===== src/rtl/video_fetch_sched.sv =====
// rtl/video_fetch_sched.sv - PPU dot/line counters, VRAM fetch slot sequencing and CPU bus arbitration
module video_fetch_sched #(
  parameter int DOTS_PER_LINE   = 341,
  parameter int LINES_PER_FRAME = 262,
  parameter int VISIBLE_LINES   = 240
) (
  input  logic        I_clock,
  input  logic        I_reset,
  input  logic        I_dot_clk,
  input  logic [7:0]  I_ppumask,
  input  logic        I_cpu_req,
  output logic        O_cpu_ack,
  output logic [8:0]  O_dot,
  output logic [8:0]  O_line,
  output logic [2:0]  O_fetch_kind,
  output logic        O_ale,
  output logic [2:0]  O_sprite_idx,
  output logic [15:0] O_control
);

  localparam logic [8:0] LP_LAST_DOT  = 9'(DOTS_PER_LINE - 1);
  localparam logic [8:0] LP_SKIP_DOT  = 9'(DOTS_PER_LINE - 2);
  localparam logic [8:0] LP_LAST_LINE = 9'(LINES_PER_FRAME - 1);
  localparam logic [8:0] LP_VIS_LINES = 9'(VISIBLE_LINES);
  localparam logic [8:0] LP_VBL_LINE  = 9'(VISIBLE_LINES + 1);

  localparam logic [2:0] KIND_IDLE  = 3'd0;
  localparam logic [2:0] KIND_NT    = 3'd1;
  localparam logic [2:0] KIND_AT    = 3'd2;
  localparam logic [2:0] KIND_BG_LO = 3'd3;
  localparam logic [2:0] KIND_BG_HI = 3'd4;
  localparam logic [2:0] KIND_SP_LO = 3'd5;
  localparam logic [2:0] KIND_SP_HI = 3'd6;
  localparam logic [2:0] KIND_CPU   = 3'd7;

  // video control word bit positions
  localparam int CTL_LEFT_MOST_8  = 0;
  localparam int CTL_SHIFT_RELOAD = 1;
  localparam int CTL_INC_HORI     = 2;
  localparam int CTL_INC_VERT     = 3;
  localparam int CTL_COPY_HORI    = 4;
  localparam int CTL_COPY_VERT    = 5;
  localparam int CTL_VBLANK_SET   = 6;
  localparam int CTL_VBLANK_CLR   = 7;
  localparam int CTL_RENDERING    = 8;

  typedef enum logic {ST_ARMED, ST_HELD} cpu_state_t;

  cpu_state_t  r_cpu_state;
  cpu_state_t  w_cpu_state_next;
  logic [8:0]  r_dot;
  logic [8:0]  r_line;
  logic        r_parity;
  logic [2:0]  r_fetch_kind;
  logic [2:0]  r_sprite_idx;
  logic        r_ale;
  logic        r_cpu_ack;
  logic [15:0] r_control;

  logic [8:0]  w_next_dot;
  logic [8:0]  w_next_line;
  logic        w_frame_wrap;
  logic        w_render_en;
  logic        w_render_active;
  logic [2:0]  w_dot_lo;
  logic [1:0]  w_phase;
  logic [2:0]  w_kind;
  logic [2:0]  w_sprite_idx;
  logic        w_ale;
  logic [15:0] w_control;
  logic        w_grant;
  logic        w_unused_mask;

  // Greyscale, clipping and emphasis bits belong to the compositor, not the scheduler.
  assign w_unused_mask = ^{I_ppumask[7:5], I_ppumask[2:0]};

  assign w_render_en     = I_ppumask[3] | I_ppumask[4];
  assign w_render_active = w_render_en && ((w_next_line < LP_VIS_LINES) || (w_next_line == LP_LAST_LINE));
  assign w_dot_lo        = w_next_dot[2:0];

  // Position the next dot enable moves to, including the odd-frame short pre-render line.
  always_comb begin
    w_next_dot   = r_dot + 9'd1;
    w_next_line  = r_line;
    w_frame_wrap = 1'b0;
    if ((r_line == LP_LAST_LINE) && (r_dot == LP_SKIP_DOT) && r_parity && w_render_en) begin
      w_next_dot   = 9'd0;
      w_next_line  = 9'd0;
      w_frame_wrap = 1'b1;
    end else if (r_dot == LP_LAST_DOT) begin
      w_next_dot = 9'd0;
      if (r_line == LP_LAST_LINE) begin
        w_next_line  = 9'd0;
        w_frame_wrap = 1'b1;
      end else begin
        w_next_line = r_line + 9'd1;
      end
    end
  end

  // Fetch slot decode for the upcoming dot: slot phase is (dot-1)[2:1].
  always_comb begin
    case (w_dot_lo)
      3'd1, 3'd2: w_phase = 2'd0;
      3'd3, 3'd4: w_phase = 2'd1;
      3'd5, 3'd6: w_phase = 2'd2;
      default:    w_phase = 2'd3;
    endcase
    w_kind       = KIND_IDLE;
    w_ale        = 1'b0;
    w_sprite_idx = 3'd0;
    if (w_render_active && (w_next_dot != 9'd0)) begin
      w_ale = w_next_dot[0];
      if (w_next_dot >= 9'd337) begin
        w_kind = KIND_NT;
      end else if ((w_next_dot >= 9'd257) && (w_next_dot <= 9'd320)) begin
        w_sprite_idx = 3'((w_next_dot - 9'd257) >> 3);
        case (w_phase)
          2'd0:    w_kind = KIND_NT;
          2'd1:    w_kind = KIND_AT;
          2'd2:    w_kind = KIND_SP_LO;
          default: w_kind = KIND_SP_HI;
        endcase
      end else begin
        case (w_phase)
          2'd0:    w_kind = KIND_NT;
          2'd1:    w_kind = KIND_AT;
          2'd2:    w_kind = KIND_BG_LO;
          default: w_kind = KIND_BG_HI;
        endcase
      end
    end
  end

  // Per-dot strobes for the shifters, v/t register updates and vblank flag.
  always_comb begin
    w_control = 16'd0;
    w_control[CTL_LEFT_MOST_8]  = (w_next_line < LP_VIS_LINES) && (w_next_dot >= 9'd1) && (w_next_dot <= 9'd8);
    w_control[CTL_SHIFT_RELOAD] = w_render_active &&
        (((w_dot_lo == 3'd1) && (w_next_dot >= 9'd9) && (w_next_dot <= 9'd257)) ||
         (w_next_dot == 9'd329) || (w_next_dot == 9'd337));
    w_control[CTL_INC_HORI]     = w_render_active && (w_dot_lo == 3'd0) &&
        (((w_next_dot >= 9'd8) && (w_next_dot <= 9'd256)) || ((w_next_dot >= 9'd328) && (w_next_dot <= 9'd336)));
    w_control[CTL_INC_VERT]     = w_render_active && (w_next_dot == 9'd256);
    w_control[CTL_COPY_HORI]    = w_render_active && (w_next_dot == 9'd257);
    w_control[CTL_COPY_VERT]    = w_render_active && (w_next_line == LP_LAST_LINE) &&
        (w_next_dot >= 9'd280) && (w_next_dot <= 9'd304);
    w_control[CTL_VBLANK_SET]   = (w_next_line == LP_VBL_LINE) && (w_next_dot == 9'd1);
    w_control[CTL_VBLANK_CLR]   = (w_next_line == LP_LAST_LINE) && (w_next_dot == 9'd1);
    w_control[CTL_RENDERING]    = w_render_active;
  end

  // CPU arbitration state: one grant per request, re-armed once the request drops.
  always_ff @(posedge I_clock or posedge I_reset) begin
    if (I_reset) r_cpu_state <= ST_ARMED;
    else         r_cpu_state <= w_cpu_state_next;
  end

  // CPU grant decision: only on a dot enable that lands outside rendering.
  always_comb begin
    w_cpu_state_next = r_cpu_state;
    w_grant          = 1'b0;
    case (r_cpu_state)
      ST_ARMED: begin
        if (I_cpu_req && I_dot_clk && !w_render_active) begin
          w_grant          = 1'b1;
          w_cpu_state_next = ST_HELD;
        end
      end
      default: begin
        if (!I_cpu_req) w_cpu_state_next = ST_ARMED;
      end
    endcase
  end

  // Counters and registered per-dot outputs, advanced only on dot enables.
  always_ff @(posedge I_clock or posedge I_reset) begin
    if (I_reset) begin
      r_dot        <= 9'd0;
      r_line       <= 9'd0;
      r_parity     <= 1'b0;
      r_fetch_kind <= KIND_IDLE;
      r_ale        <= 1'b0;
      r_sprite_idx <= 3'd0;
      r_control    <= 16'd0;
      r_cpu_ack    <= 1'b0;
    end else begin
      r_cpu_ack <= 1'b0;
      if (I_dot_clk) begin
        r_dot        <= w_next_dot;
        r_line       <= w_next_line;
        r_parity     <= r_parity ^ w_frame_wrap;
        r_fetch_kind <= w_grant ? KIND_CPU : w_kind;
        r_ale        <= w_ale;
        r_sprite_idx <= w_sprite_idx;
        r_control    <= w_control;
        r_cpu_ack    <= w_grant;
      end
    end
  end

  assign O_dot        = r_dot;
  assign O_line       = r_line;
  assign O_fetch_kind = r_fetch_kind;
  assign O_ale        = r_ale;
  assign O_sprite_idx = r_sprite_idx;
  assign O_control    = r_control;
  assign O_cpu_ack    = r_cpu_ack;

endmodule


===== config.mk =====
export PLATFORM = sky130hd
export DESIGN_NAME = video_fetch_sched
export DESIGN_NICKNAME = d
export VERILOG_FILES = /design/src/rtl/video_fetch_sched.sv
export SDC_FILE = /design/constraint.sdc
export NUM_CORES = 1
export LEC_CHECK = 0
export BUFFER_PORTS_ARGS = -buffer_cell sky130_fd_sc_hd__buf_4
export CORE_UTILIZATION = 61
export CTS_CLUSTER_DIAMETER = 200
export DETAILED_ROUTE_END_ITERATION = 12
export HOLD_SLACK_MARGIN = 0.08
export PLACE_DENSITY_LB_ADDON = 0.08
export SYNTH_ARGS = -nofsm -noshare
export SYNTH_HDL_FRONTEND = slang
export SYNTH_SLANG_ARGS = --single-unit

===== constraint.sdc =====
create_clock -name I_clock -period 6.62 [get_ports I_clock]
set_clock_uncertainty 0.05 [all_clocks]
set_input_delay 0.662 -clock I_clock [delete_from_list [all_inputs] [get_ports I_clock]]
set_output_delay 0.662 -clock I_clock [all_outputs]
set_load 0.1 [all_outputs]

Word-level counts from Yosys, hierarchy flattened
Index checks and enable logic that the tools add are counted.
{ "op_classes": {"n_addsub": 3, "n_lt_le_gt_ge": 14, "eq_ne": 18, "muxes": 24, "bitwise": 2, "n_reduce_logical": 35} }
{ "op_table": {"columns": ["operator", "n"], "rows": [
  ["$eq 9x9->1 const B", 8],
  ["$le 9x9->1 const B", 5],
  ["$mux 9", 5],
  ["$ge 9x9->1 const B", 4],
  ["$logic_and 1x1->1", 24],
  ["$mux 3", 7],
  ["$add 9x1->9 const B", 2],
  ["$ge 9x4->1 const B", 2],
  ["$pmux 3 s3", 2],
  ["$eq 3x3->1 const B", 3],
  ["$eq 9x1->1 const B", 1],
  ["$eq 9x8->1 const B", 1],
  ["$ge 9x1->1 const B", 1],
  ["$le 9x4->1 const B", 1],
  ["$lt 9x8->1 const B", 1],
  ["$mux 1", 9],
  ["$reduce_bool 9->1", 1],
  ["$eq 3x2->1 const B", 2],
  ["$pmux 2 s3", 1],
  ["$reduce_or 2->1", 3],
  ["$sub 6x1->6 const B", 1],
  ["$logic_or 1x1->1", 4],
  ["$eq 3x1->1 const B", 1],
  ["$logic_not 3->1", 1],
  ["6 further kinds", 6]
]} }
{ "totals": {"regBits": 37} }

Longest topological paths before layout
Gate-level depths: netlist (run 1).
{ "logic_depth": {"word_depth": 14, "ltp_mapped": 13} }

Worst setup path before layout (run 1)
OpenSTA, ideal clock, no wires.
{ "synth_timing": {"path_kind": "register -> register", "startpoint": "register r_dot[0], in the netlist O_dot[0]", "endpoint": "register r_fetch_kind[1], in the netlist O_fetch_kind[1]", "setup_ns": 0.126, "t_arrival_ns": 3.377, "setup_slack_ns": 3.066, "stages_incl_launch_ff": 10, "path_buffers": 1, "cell_sequence": "dfrtp_1 > ha_1 > nand3_4 > or3_1 > and2_1 > a311oi_2 > and3_1 > buf_6 > mux2_4 > a221o_1"} }
{ "synth_between": {"elab_chain_len": 14} }
{ "synth_rtl": {"columns": ["element", "line_no", "text"], "rows": [
  ["start: declaration", "51", "logic [8:0] r_dot;"],
  ["start signal: assignment", "190", "r_dot <= w_next_dot;"],
  ["parallel branches: the longest is 13 deep, another holds $add 9x1->9", null, null],
  ["$mux 3 (*)", "193", "r_fetch_kind <= w_grant ? KIND_CPU : w_kind;"],
  ["end signal: assignment", "193", null],
  ["end: declaration", "54", "logic [2:0] r_fetch_kind;"]
]} }
Mark *: on every way between the ends.
A chain may end at the register's enable or synchronous reset.

Worst setup path after layout (run 1)
Ends and elaborated chain as after synthesis.

==> results of run 1 <==
==> report_power, final <==
group / switching (mW) / leakage (nW) / internal [mW]
sequential: 0.0864 / 0.493 / 0.268
clock: 0.0829 / 0.0585 / 0.123
combinational: 0.561 / 0.893 / 0.223
total: 0.730 / 1.44 / 0.614
==> per-layer routing <==
| metal | vias up | GRT usage | routed length [µm] |
|---|---|---|---|
| li1 | 1209 | - | - |
| met1 | 1200 | 0.4015 | 3160 |
| met2 | 99 | 0.4573 | 3244 |
| met3 | 12 | 0.04558 | 403 |
| met4 | 0 | 0.1244 | 138 |
| met5 | - | 0 | 0 |
==> cells in the mapped netlist (7+ instances only) <==
library cell,count,area [µm²]
sky130_fd_sc_hd__dfrtp_1,37,925.9
sky130_fd_sc_hd__nand2_1,29,108.9
sky130_fd_sc_hd__nor2_1,24,90.09
sky130_fd_sc_hd__o21ai_0,15,75.07
sky130_fd_sc_hd__clkbuf_1,12,45.04
sky130_fd_sc_hd__xnor2_1,11,96.34
sky130_fd_sc_hd__xor2_1,11,96.34
sky130_fd_sc_hd__buf_4,10,75.07
sky130_fd_sc_hd__nor3_1,9,45.04
sky130_fd_sc_hd__a21oi_1,7,35.03
sky130_fd_sc_hd__inv_1,7,26.28
sky130_fd_sc_hd__nor4_1,7,43.79
==> sequential cells by signal (all words and copies together), names as in the netlist <==
register and count:
r_cpu_state 1, O_line 9, O_sprite_idx 3, O_dot 9, O_cpu_ack 1, O_fetch_kind 3
r_parity 1, O_ale 1, O_control 9
==> layout make-up <==
class,instances,share of cell area
inverter,7,0.008206
multi-input combinational,250,0.5475
sequential,37,0.2892
timing repair buffer,42,0.09848
clock buffer,7,0.02696
tap,52,0.02032
clock inverter,1,0.009379
==> kinds of logic (layout without fill, tap and decap cells) <==
| logic type | Yosys count | count (layout) | synth area share |
|---|---|---|---|
| buf+inv | 39 | 57 | 0.07896 |
| xor+xnor | 23 | 23 | 0.07245 |
| compound gates | 79 | 79 | 0.2117 |
| simple gates | 129 | 129 | 0.2651 |
| other cells | 1 | 7 | 0.001300 |
| fa+ha+maj | 5 | 5 | 0.02169 |
| flops | 37 | 37 | 0.3210 |
| mux | 7 | 7 | 0.02776 |
==> stage by stage <==
stage / std cells / area [µm²] / utilization
after CTS: 396 / 3202 / 0.7204
after global routing: 396 / 3202 / 0.7204
after global placement: 388 / 3085 / 0.6943
after floorplan: 326 / 2907 / -
after detailed placement: 388 / 3085 / 0.6943
final: 396 / 3202 / 0.7204
==> worst max-delay path: stages (launching register included) <==
cell and delay (ns):
sky130_fd_sc_hd__dfrtp_1 0.51, sky130_fd_sc_hd__ha_1 0.40, sky130_fd_sc_hd__nand3_4 0.17, sky130_fd_sc_hd__xor2_2 0.42, sky130_fd_sc_hd__nor3b_2 0.45, sky130_fd_sc_hd__a211o_1 0.19
sky130_fd_sc_hd__and3_1 0.32, sky130_fd_sc_hd__mux2_4 0.33, sky130_fd_sc_hd__a221o_1 0.32
==> final timing paths <==
path	end	slack, ns	depth (start not counted)
setup / recovery	O_fetch_kind[1]	3.36	8
hold / removal	O_dot[2]	0.42	3
setup reg to reg	O_fetch_kind[1]	3.36	8
hold reg to reg	O_cpu_ack	0.44	1
max in group asynchronous	O_control[5]	5.76	3
min in group I_clock	O_cpu_ack	0.44	1
==> results by stage, run 1 <==
Setup path:
- The worst setup path is launched from a register.
- Data arrives at the worst endpoint at 3.40 ns.
- The required time of the worst setup path is 6.76 ns.
- The startpoint of the most critical setup path is O_dot[0].
- The biggest fanout along the worst timing path is 9.
- STA classifies the critical path endpoint as a register.
- The classification of the worst setup path is reg -> reg.
- The worst reg2reg path startpoint is O_dot[0].

Timing:
- The post-layout worst setup margin is 3.357 ns.
- The number of pins exceeding their max-slew limit in the final report is 0.
- At the pin with the least slew margin, the transition time is 0.7347 ns.
- The setup TNS is 0 ns.
- The count of final setup violators is 0.
- For this run, the top clock speed supported by timing is 0.3065 GHz.
- The post-route fraction of the period consumed by the critical path is 0.4929.
- The worst pin sits at a relative slew slack of 0.5096.
- Hold is met by 0.4214 ns.
- The count of final hold-check violations was 0.
- The shortest period the worst path allows is 3.263 ns.
- Setup repair after global routing left no endpoint under its margin.

Synthesis:
- After synthesis the cells add up to 2884 µm².
- Of the synthesized area, sequential elements account for 0.3210.
- Yosys printed 0 warnings.
- Counting flops and latches in the post-synthesis netlist gives 37.
- For this run, the leading register cell type out of synthesis is sky130_fd_sc_hd__dfrtp_1.
- The fraction of registers with async set or reset after synthesis is 1.000.
- The post-synthesis cell count is 320.
- The number of enable flip-flop cells after synthesis is 0.
- The count of cell types in the netlist is 71.
- Dividing the synthesized area by the synthesized cell count gives 9.013 µm².

CTS:
- The later pin in the worst-skew pair is clocked with a latency of 0.30 ns.
- In this run, post-CTS hold repair placed 0 buffers.
- The number of sinks driven by the clock tree is 37.
- After clock tree synthesis, the clock-pin slew on the worst setup and hold paths is 0.08 ns.
- Buffers inserted during clock tree synthesis total 5.
- The number of levels in the clock H-tree is 2.
- The buffer levels on the longest clock path is 2.
- TritonCTS built the clock tree.
- The tree is rooted in a sky130_fd_sc_hd__clkbuf_8.
- Once the clock tree was built, the resizer swapped 0 gates to a different size.
- Once the clock tree was built, the setup fixing pass inserted 0 buffers.

Global routing:
- The all-layer global routing usage is 0.2910.
- The number of global-route vias before repair is 2335.
- Summed over all layers, the global routing overflow is 0.
- The initial antenna violation count was 0.
- The first global-routing pass estimated 11360 µm of wire.
- The maximum number of pins on one net before global-route repair is 38.

Finish:
- The fraction of final layout cells with drive strength greater than 1 is 0.2151.
- Counting the fill cells in the layout gives 363.
- The net total in the final layout is 360.
- The antenna diode count is 0.
- In the layout the commonest cells are 42 x sky130_fd_sc_hd__buf_4, 37 x sky130_fd_sc_hd__dfrtp_1, 29 x sky130_fd_sc_hd__nand2_1.
- Summing all flip-flop and latch instances after layout gives 925.9 µm².
- Relative to the synthesized area, the layout overhead comes to 11.02%.
- The area of the multi-input gates is 1753 µm².
- The most common cell after layout, fill and taps aside is sky130_fd_sc_hd__buf_4.

Die:
- The die is 70.76 µm tall.
- The die covers 5007 µm².
- The core region is 4444 µm².
- The die boundary width is 70.76 µm.
- The starting density of the core is 0.6489.
- The number of rows in the core area is 24.
- The number of top-level design ports is 54.

Run:
- The reported max-cap violation count is 0.

Placed design:
- The count of port buffers added during placement is 40.
- The half-perimeter wire length of the detailed placement result is 4834 µm.
- The pre-CTS setup slack is 3.436 ns.
- The final weighted congestion in routability-driven placement is 0.9327.

Route:
- The number of nets with antenna violations after routing is 0.
- The routed design has 6946 µm of wire.
- Dividing the detail-routed via count by the number of cells gives 6.364.
- For this block, the via count after detailed routing is 2520.
- After the first detailed-routing iteration, the DRC count stood at 292.
- In the routed design, unresolved DRC markers number 10.
- In the final routed layout, each cell accounts on average for 17.54 µm.
- For this run, the detailed router's first-pass iteration total came to 8.

Power and ir drop:
- The power density relative to cell area is 420.0 nW/µm².
- Total power for the finished layout comes to 1.345 mW.
- VDD sags by at most 0.2313 mV.
- In this run the static leakage power is 1.444 nW.

Run status:
- The checks that failed: DRC.
- The flow ran to the end, but the final reports show violations.

Min path:
- The tightest min-delay check is of the in -> async type.
No activity file was read; power rests on OpenSTA's default activity.
==> run 2: changes to the inputs <==
Settings changed: CORE_UTILIZATION 61 to 56.
Clock period 6.62 ns to 3.3 ns, I/O delays scaled along.
==> run 2 against run 1 <==
The run now ends clean. Via count increased by 2.2%. Die area increased by 8.7%. First-iteration DRC count down 8.9%. Core utilization decreased by 4.5 points. Critical path depth did not move. Critical endpoint unchanged.
==> results by stage, run 2 (synthesis gave the netlist of run 1 again) <==
Timing:
- The worst slew slack as a fraction of its limit is 0.3141.
- Setup repair after global routing left no endpoint under its margin.
- The count of final hold-check violations is 0.
- The shortest period the worst path allows is 3.068 ns.
- The transition time at the pin with the least slew margin is 1.028 ns.
- Static timing analysis puts the maximum clock frequency at 0.3259 GHz.
- In the finished design, the share of the clock period the worst path needs comes to 0.9298.
- After routing, the total negative slack on setup checks comes to 0 ns.
- Setup violations remaining at the end of the flow were counted as 0.
- The number of pins exceeding their max-slew limit in the final report is 0.

Route:
- The pre-antenna-repair detailed-routing pass consisted of 6 iterations.
- The routed design has 7066 µm of wire.
- The number of vias per cell is 6.119.
- The number of nets with antenna violations after routing is 0.
- The number of violations reported at the end of detailed-routing iteration 0 is 266.
- In the routed design, unresolved DRC markers number 0.
- Dividing the detail-routed wire length by the instance count gives 16.78 µm.
- Across all layers, the routed design uses 2576 vias.

Finish:
- The layout overhead on the synthesized area is 13.58%.
- After the last flow step, the layout net total stands at 370.
- The number of fillers in the final layout is 409.
- The fraction of final layout cells with drive strength greater than 1 is 0.2486.
- The most common cell after layout, fill and taps aside is sky130_fd_sc_hd__buf_4.
- The library cells used most frequently in the layout, excluding fill and tap cells, are 52 x sky130_fd_sc_hd__buf_4, 32 x sky130_fd_sc_hd__dfrtp_1, 29 x sky130_fd_sc_hd__nand2_1.
- The final cell count without fillers is 421.
- The cell area after layout is 3276 µm².
- The number of antenna diodes in the final layout is 0.

Setup path:
- The critical path launch point type is a register.
- The biggest fanout along the worst timing path is 8.
- The kind of end point of the critical path is a register.
- The minimum setup slack among reg-to-reg paths is 0.23 ns.
- The cell family contributing the most delay on the critical path is simple AND/OR/NAND/NOR gates.
- The critical path contains buffers and inverters numbering 0 combined.
- The largest individual stage delay along the critical path comes from the cell sky130_fd_sc_hd__dfrtp_2.
- The signal on the critical path passes through ha_1 -> nand3_4 -> or3_1 -> and2_1 -> a311oi_2 -> and3_1 -> mux2_4 -> a221o_1.
- The classification of the worst setup path is reg -> reg.
- The delay of the slowest cell on the worst path is 0.42 ns.
- The required time of the worst setup path is 3.43 ns.
- STA puts the critical path data arrival time at 3.20 ns.

Power and ir drop:
- The internal power is 1.184 mW.
- The part of the total power dissipated in sequential elements is 0.251.
- Across the VDD grid, the largest voltage drop is 0.6483 mV.
- The combinational cell fraction of total power is 0.621.
- The switching power summed over all nets is 1.477 mW.
- Summed over all cells, the static leakage comes to 1.476 nW.
- The share of power burned in the clock network is 0.127.
- The fraction of power spent switching nets is 0.5551.
- The power density relative to cell area is 812.2 nW/µm².
- The design draws 2.660 mW.

Die:
- The number of top-level design ports is 54.
- The floorplan step defined a core boundary enclosing 4848 µm².
- The die boundary width is 73.77 µm.
- The area of the die is 5441 µm².
- The number of rows in the core area is 25.
- The floorplan step set the die height to 73.77 µm.
- The starting density of the core is 0.5948.

CTS:
- Clock-pin slew was measured on the worst setup and hold paths at 0.07 ns.
- Clock tree synthesis inserted a total of 5 buffers.
- The CTS tree is done.
- The clock latency at the later pin of the worst-skew pair is 0.30 ns.
- In this run the post-CTS setup repair buffer count came out at 0.
- The H-tree was split into 2 levels.
- For this design, the CTS-stage hold fixing added 0 buffers.
- In this run the deepest clock path goes through 2 buffers.
- The clock net in this run drives a total of 37 sinks.
- The clock tree root buffer cell is sky130_fd_sc_hd__clkbuf_8.
- After clock tree synthesis, the repair step resized 0 gates.

Global routing:
- The initial antenna violation count is 0.
- Entering global routing, the biggest net connects 32 pins.
- The first global-routing pass estimated 11210 µm of wire.
- The total global routing overflow is 0.
- Across every metal layer, demand over resource in global routing totals 0.2744.
- The number of global-route vias before repair came to 2218.

Placed design:
- The placed instance area is 3186 µm².
- The total instance count after detailed placement is 413.
- The congestion estimate from routability-driven global placement came to 0.9058.
- The wire-length estimate of the detail-placed layout is 5078 µm.
- The count of port buffers added during placement is 40.

Run status:
- The flow ran to the end, and the final reports show no timing, DRC or antenna violations.

Min path:
- In this run the worst hold path is classified as in -> reg.

Run:
- The tool flagged a number of max-cap violations equal to 0.
-- run 2: final cells by class --
| cell class | instances | area [µm²] | area share |
|---|---|---|---|
| multi-input combinational | 250 | 1753 | 0.5351 |
| tap | 67 | 83.83 | 0.02559 |
| sequential | 37 | 932.1 | 0.2846 |
| inverter | 7 | 26.28 | 0.008021 |
| timing repair buffer | 52 | 390.4 | 0.1192 |
| clock buffer | 8 | 90.09 | 0.02750 |
-- run 2: power groups by stage --
stage / Combinational, mW / Sequential, mW / Clock, mW
6_report: 1.65 / 0.668 / 0.339
5_1_grt: 1.75 / 0.679 / 0.363
4_1_cts: 1.65 / 0.666 / 0.349
3_5_place_dp: 1.64 / 0.673 / 0
3_3_place_gp: 1.62 / 0.670 / 0
2_1_floorplan: 0.766 / 1.24 / 0
-- run 2: final timing paths --
path | start | endpoint | cells past startpoint
min reg2reg | r_cpu_state | O_cpu_ack | 1
max reg2reg | O_dot[1] | O_fetch_kind[1] | 8
min | I_cpu_req | r_cpu_state | 2
min in group asynchronous | I_reset | O_control[7] | 2
max in group asynchronous | I_reset | O_sprite_idx[1] | 3
max | O_dot[1] | O_fetch_kind[1] | 8
-- run 2: per-stage QoR --
stage	hold slack, ns	utilization	worst slack, ns
CTS	0.1882	0.6756	0.2816
global route	0.1921	0.6756	0.02761
floorplan	0.3890	-	0.01576
detailed placement	0.4205	0.6570	0.2809
global placement	0.4146	0.6570	0.3064
finish	0.1981	0.6756	0.2316
-- run 2: layer usage --
metal | routed length [µm] | vias to the layer above | global-route usage | share of wire
met5 | 0 | - | 0 | 0
met3 | 369 | 9 | 0.04252 | 0.052
met2 | 3166 | 74 | 0.4108 | 0.45
li1 | - | 1233 | - | -
met1 | 3438 | 1260 | 0.4036 | 0.49
met4 | 92 | 0 | 0.08547 | 0.013
==> run 3: changes to the inputs <==
Settings changed: CORE_ASPECT_RATIO set to 0.6, CORE_MARGIN set to 2, CTS_CLUSTER_DIAMETER 200 to not set.
==> run 3 against run 2 <==
Via count is 4.3% higher. Largest cell class unchanged. Critical endpoint unchanged. Core utilization is 1.1 points lower. Global-route usage increased by 0.58 points. Register-to-register slack worse by 0.04 ns. Combinational power about the same. Die area grew 5.8%. Power up 4.1%. Sequential power barely moved.
==> results by stage, run 3 (synthesis gave the netlist of run 1 again) <==
Die:
- The floorplan has 20 rows.
- The die boundary width is 96.65 µm.
- The area of the die is 5759 µm².
- In this run the vertical extent of the chip is 59.59 µm.
- 54 I/O pins were placed.
- The core region is 5005 µm².
- For this configuration, the core starts out at a cell density of 0.5763.

Global routing:
- In the global route stage, overall resource usage came out at 0.2801.
- The maximum number of pins on one net before global-route repair is 32.
- The number of global-route vias before repair came to 2290.
- The initial antenna violation count came to 0.
- The first global-routing pass estimated 12540 µm of wire.
- After global routing the overflow that remains totals 0.

Timing:
- The setup TNS is 0 ns.
- Of the available clock period, the critical path in the final layout requires 0.9411.
- The number of pins exceeding their max-slew limit in the final report came to 0.
- The worst slew slack as a fraction of its limit is 0.3599.
- Setup repair after global routing left no endpoint under its margin.
- For the pin with the worst max-slew slack, the measured transition is 0.9592 ns.
- The upper clock frequency limit is 0.3220 GHz.
- The routed design could run at a clock period as short as 3.106 ns.
- Setup violations remaining at the end of the flow were counted as 0.
- The post-layout worst setup margin is 0.1942 ns.
- The count of final hold-check violations is 0.

CTS:
- The later pin in the worst-skew pair is clocked with a latency of 0.29 ns.
- CTS built an H-tree with a depth of 2.
- Post-CTS timing repair inserted 0 buffers for setup.
- TritonCTS built the clock tree.
- After clock tree synthesis, the flow added hold-fix buffers numbering 0.
- The buffer levels on the longest clock path is 2.
- The CTS buffer count is 5.
- The number of sinks driven by the clock tree is 37.
- The clock tree root buffer cell is sky130_fd_sc_hd__clkbuf_8.
- The clock transition at the registers of the reported paths is 0.08 ns.

Placed design:
- The count of port buffers added during placement is 40.
- The final weighted congestion in routability-driven placement is 0.9133.
- The total instance count after detailed placement is 415.
- OpenSTA, run right after detailed placement, puts the worst setup slack at 0.2554 ns.
- Once detailed placement completed, the half-perimeter wirelength came to 5747 µm.

Finish:
- The fraction of final layout cells with drive strength greater than 1 is 0.2605.
- The antenna diode count is 0.
- The library cell used most frequently in the layout, excluding fill and tap cells, is sky130_fd_sc_hd__buf_4.
- The top cell types in the final layout, fill and taps aside, are 55 x sky130_fd_sc_hd__buf_4, 32 x sky130_fd_sc_hd__dfrtp_1, 29 x sky130_fd_sc_hd__nand2_1.
- Fill cells in the final layout number 442.
- The net total in the final layout is 373.
- The final cell count without fillers is 423.
- The area growth from synthesis to layout is 15.27%.

Power and ir drop:
- Across the VDD grid, the largest voltage drop is 0.5106 mV.
- In this run the power density over the cells is 833.4 nW/µm².
- The combinational cell fraction of total power is 0.608.
- The share of total power dissipated in the clock network is 0.151.
- The share of total power dissipated in sequential elements is 0.241.
- Of the total power, the share spent switching nets is 0.5400.
- The switching power summed over all nets is 1.496 mW.
- The analysis attributes to cell leakage a power of 1.504 nW.
- The internal power is 1.274 mW.

Route:
- After detailed routing, the wire length on met1 is 3698 µm.
- The post-route DRC violation count is 0.
- For this run, the detailed router's first-pass iteration total came to 5.
- The number of nets with antenna violations after routing is 0.
- Detailed routing placed a total of 920 µm of wire on met3.
- The average routed wire per standard cell is 18.13 µm.
- The number of violations reported at the end of detailed-routing iteration 0 is 291.
- The final layout contains routed wiring with a total length of 7667 µm.
- Summing over every cut layer, the via total after detailed routing is 2687.
- The highest signal layer in the routed design is met4.
- The sum of met2 wire segment lengths after detailed routing is 2955 µm.
- The number of vias per cell is 6.352.

Setup path:
- The logic depth of the worst register-to-register path is 8.
- At the worst endpoint, the required time is 3.43 ns.
- The worst reg2reg path startpoint is O_dot[0].
- The biggest fanout along the worst timing path is 9.
- STA classifies the critical path startpoint as a register.
- The reg-to-reg critical path endpoint is O_fetch_kind[1].
- The classification of the worst setup path is reg -> reg.
- The worst endpoint data arrival time is 3.24 ns.
- The capturing element of the worst setup path is O_fetch_kind[1].
- STA classifies the critical path endpoint as a register.
- The minimum setup slack among reg-to-reg paths is 0.19 ns.
- The critical path starts at O_dot[0].

Run:
- Across the run, the number of max-cap violations was 0.

Run status:
- The run finished with clean final reports.

Min path:
- The tightest min-delay check is of the in -> reg type.
-- run 3: power by group through the flow --
stage	sequential (mW)	clock (mW)	combinational, mW
after floorplan	1.24	0	0.766
after global placement	0.673	0	1.64
after detailed placement	0.673	0	1.66
after CTS	0.665	0.423	1.67
after global routing	0.684	0.446	1.78
final	0.669	0.418	1.68
-- run 3: final cells by class --
cell class | instances | area (µm²) | share of cell area
repair buffers | 55 | 412.9 | 0.1242
flip-flops and latches | 37 | 932.1 | 0.2804
clock buffers | 7 | 86.33 | 0.02597
clock inverters | 1 | 30.03 | 0.009033
inverters | 7 | 26.28 | 0.007904
multi-input cells | 250 | 1754 | 0.5277
well taps | 66 | 82.58 | 0.02484
-- run 3: stage by stage --
step | total power, mW | util | instance area (µm²) | hold WS (ns)
2_1_floorplan | 2.009 | - | 2913 | 0.3890
3_3_place_gp | 2.318 | 0.6408 | 3207 | 0.4135
3_5_place_dp | 2.337 | 0.6408 | 3207 | 0.4142
4_1_cts | 2.757 | 0.6640 | 3323 | 0.1916
5_1_grt | 2.913 | 0.6643 | 3324 | 0.1840
6_report | 2.770 | 0.6643 | 3324 | 0.1926
-- run 3: critical path: stages, from the launching register on --
cell and delay, ns:
sky130_fd_sc_hd__dfrtp_2 0.45, sky130_fd_sc_hd__ha_1 0.36, sky130_fd_sc_hd__nand3_4 0.17, sky130_fd_sc_hd__or3_1 0.42, sky130_fd_sc_hd__and2_1 0.20, sky130_fd_sc_hd__a311oi_2 0.33, sky130_fd_sc_hd__and3_1 0.38, sky130_fd_sc_hd__mux2_4 0.33
sky130_fd_sc_hd__a221o_1 0.31
-- run 3: metal layers --
metal  global-route usage  vias up
li1                     -     1236
met4              0.07243        0
met1               0.4545     1281
met5                    0        -
met3              0.06722       15
met2               0.3601      155
-- run 3: how the worst min path moves through the flow --
stage                start          end  slack (ns)  depth (start not counted)
6_report         I_cpu_req  r_cpu_state        0.19                          2
5_1_grt          I_cpu_req  r_cpu_state        0.18                          2
4_1_cts          I_cpu_req  r_cpu_state        0.19                          2
3_5_place_dp   r_cpu_state    O_cpu_ack        0.41                          1
3_3_place_gp   r_cpu_state    O_cpu_ack        0.41                          1
2_1_floorplan  r_cpu_state    O_cpu_ack        0.39                          1
-- run 3: timing repair --
action                     4_1_cts  5_1_grt
setup endpoints to repair        0       10
hold endpoints to repair         0        0
gates resized for setup          0        1
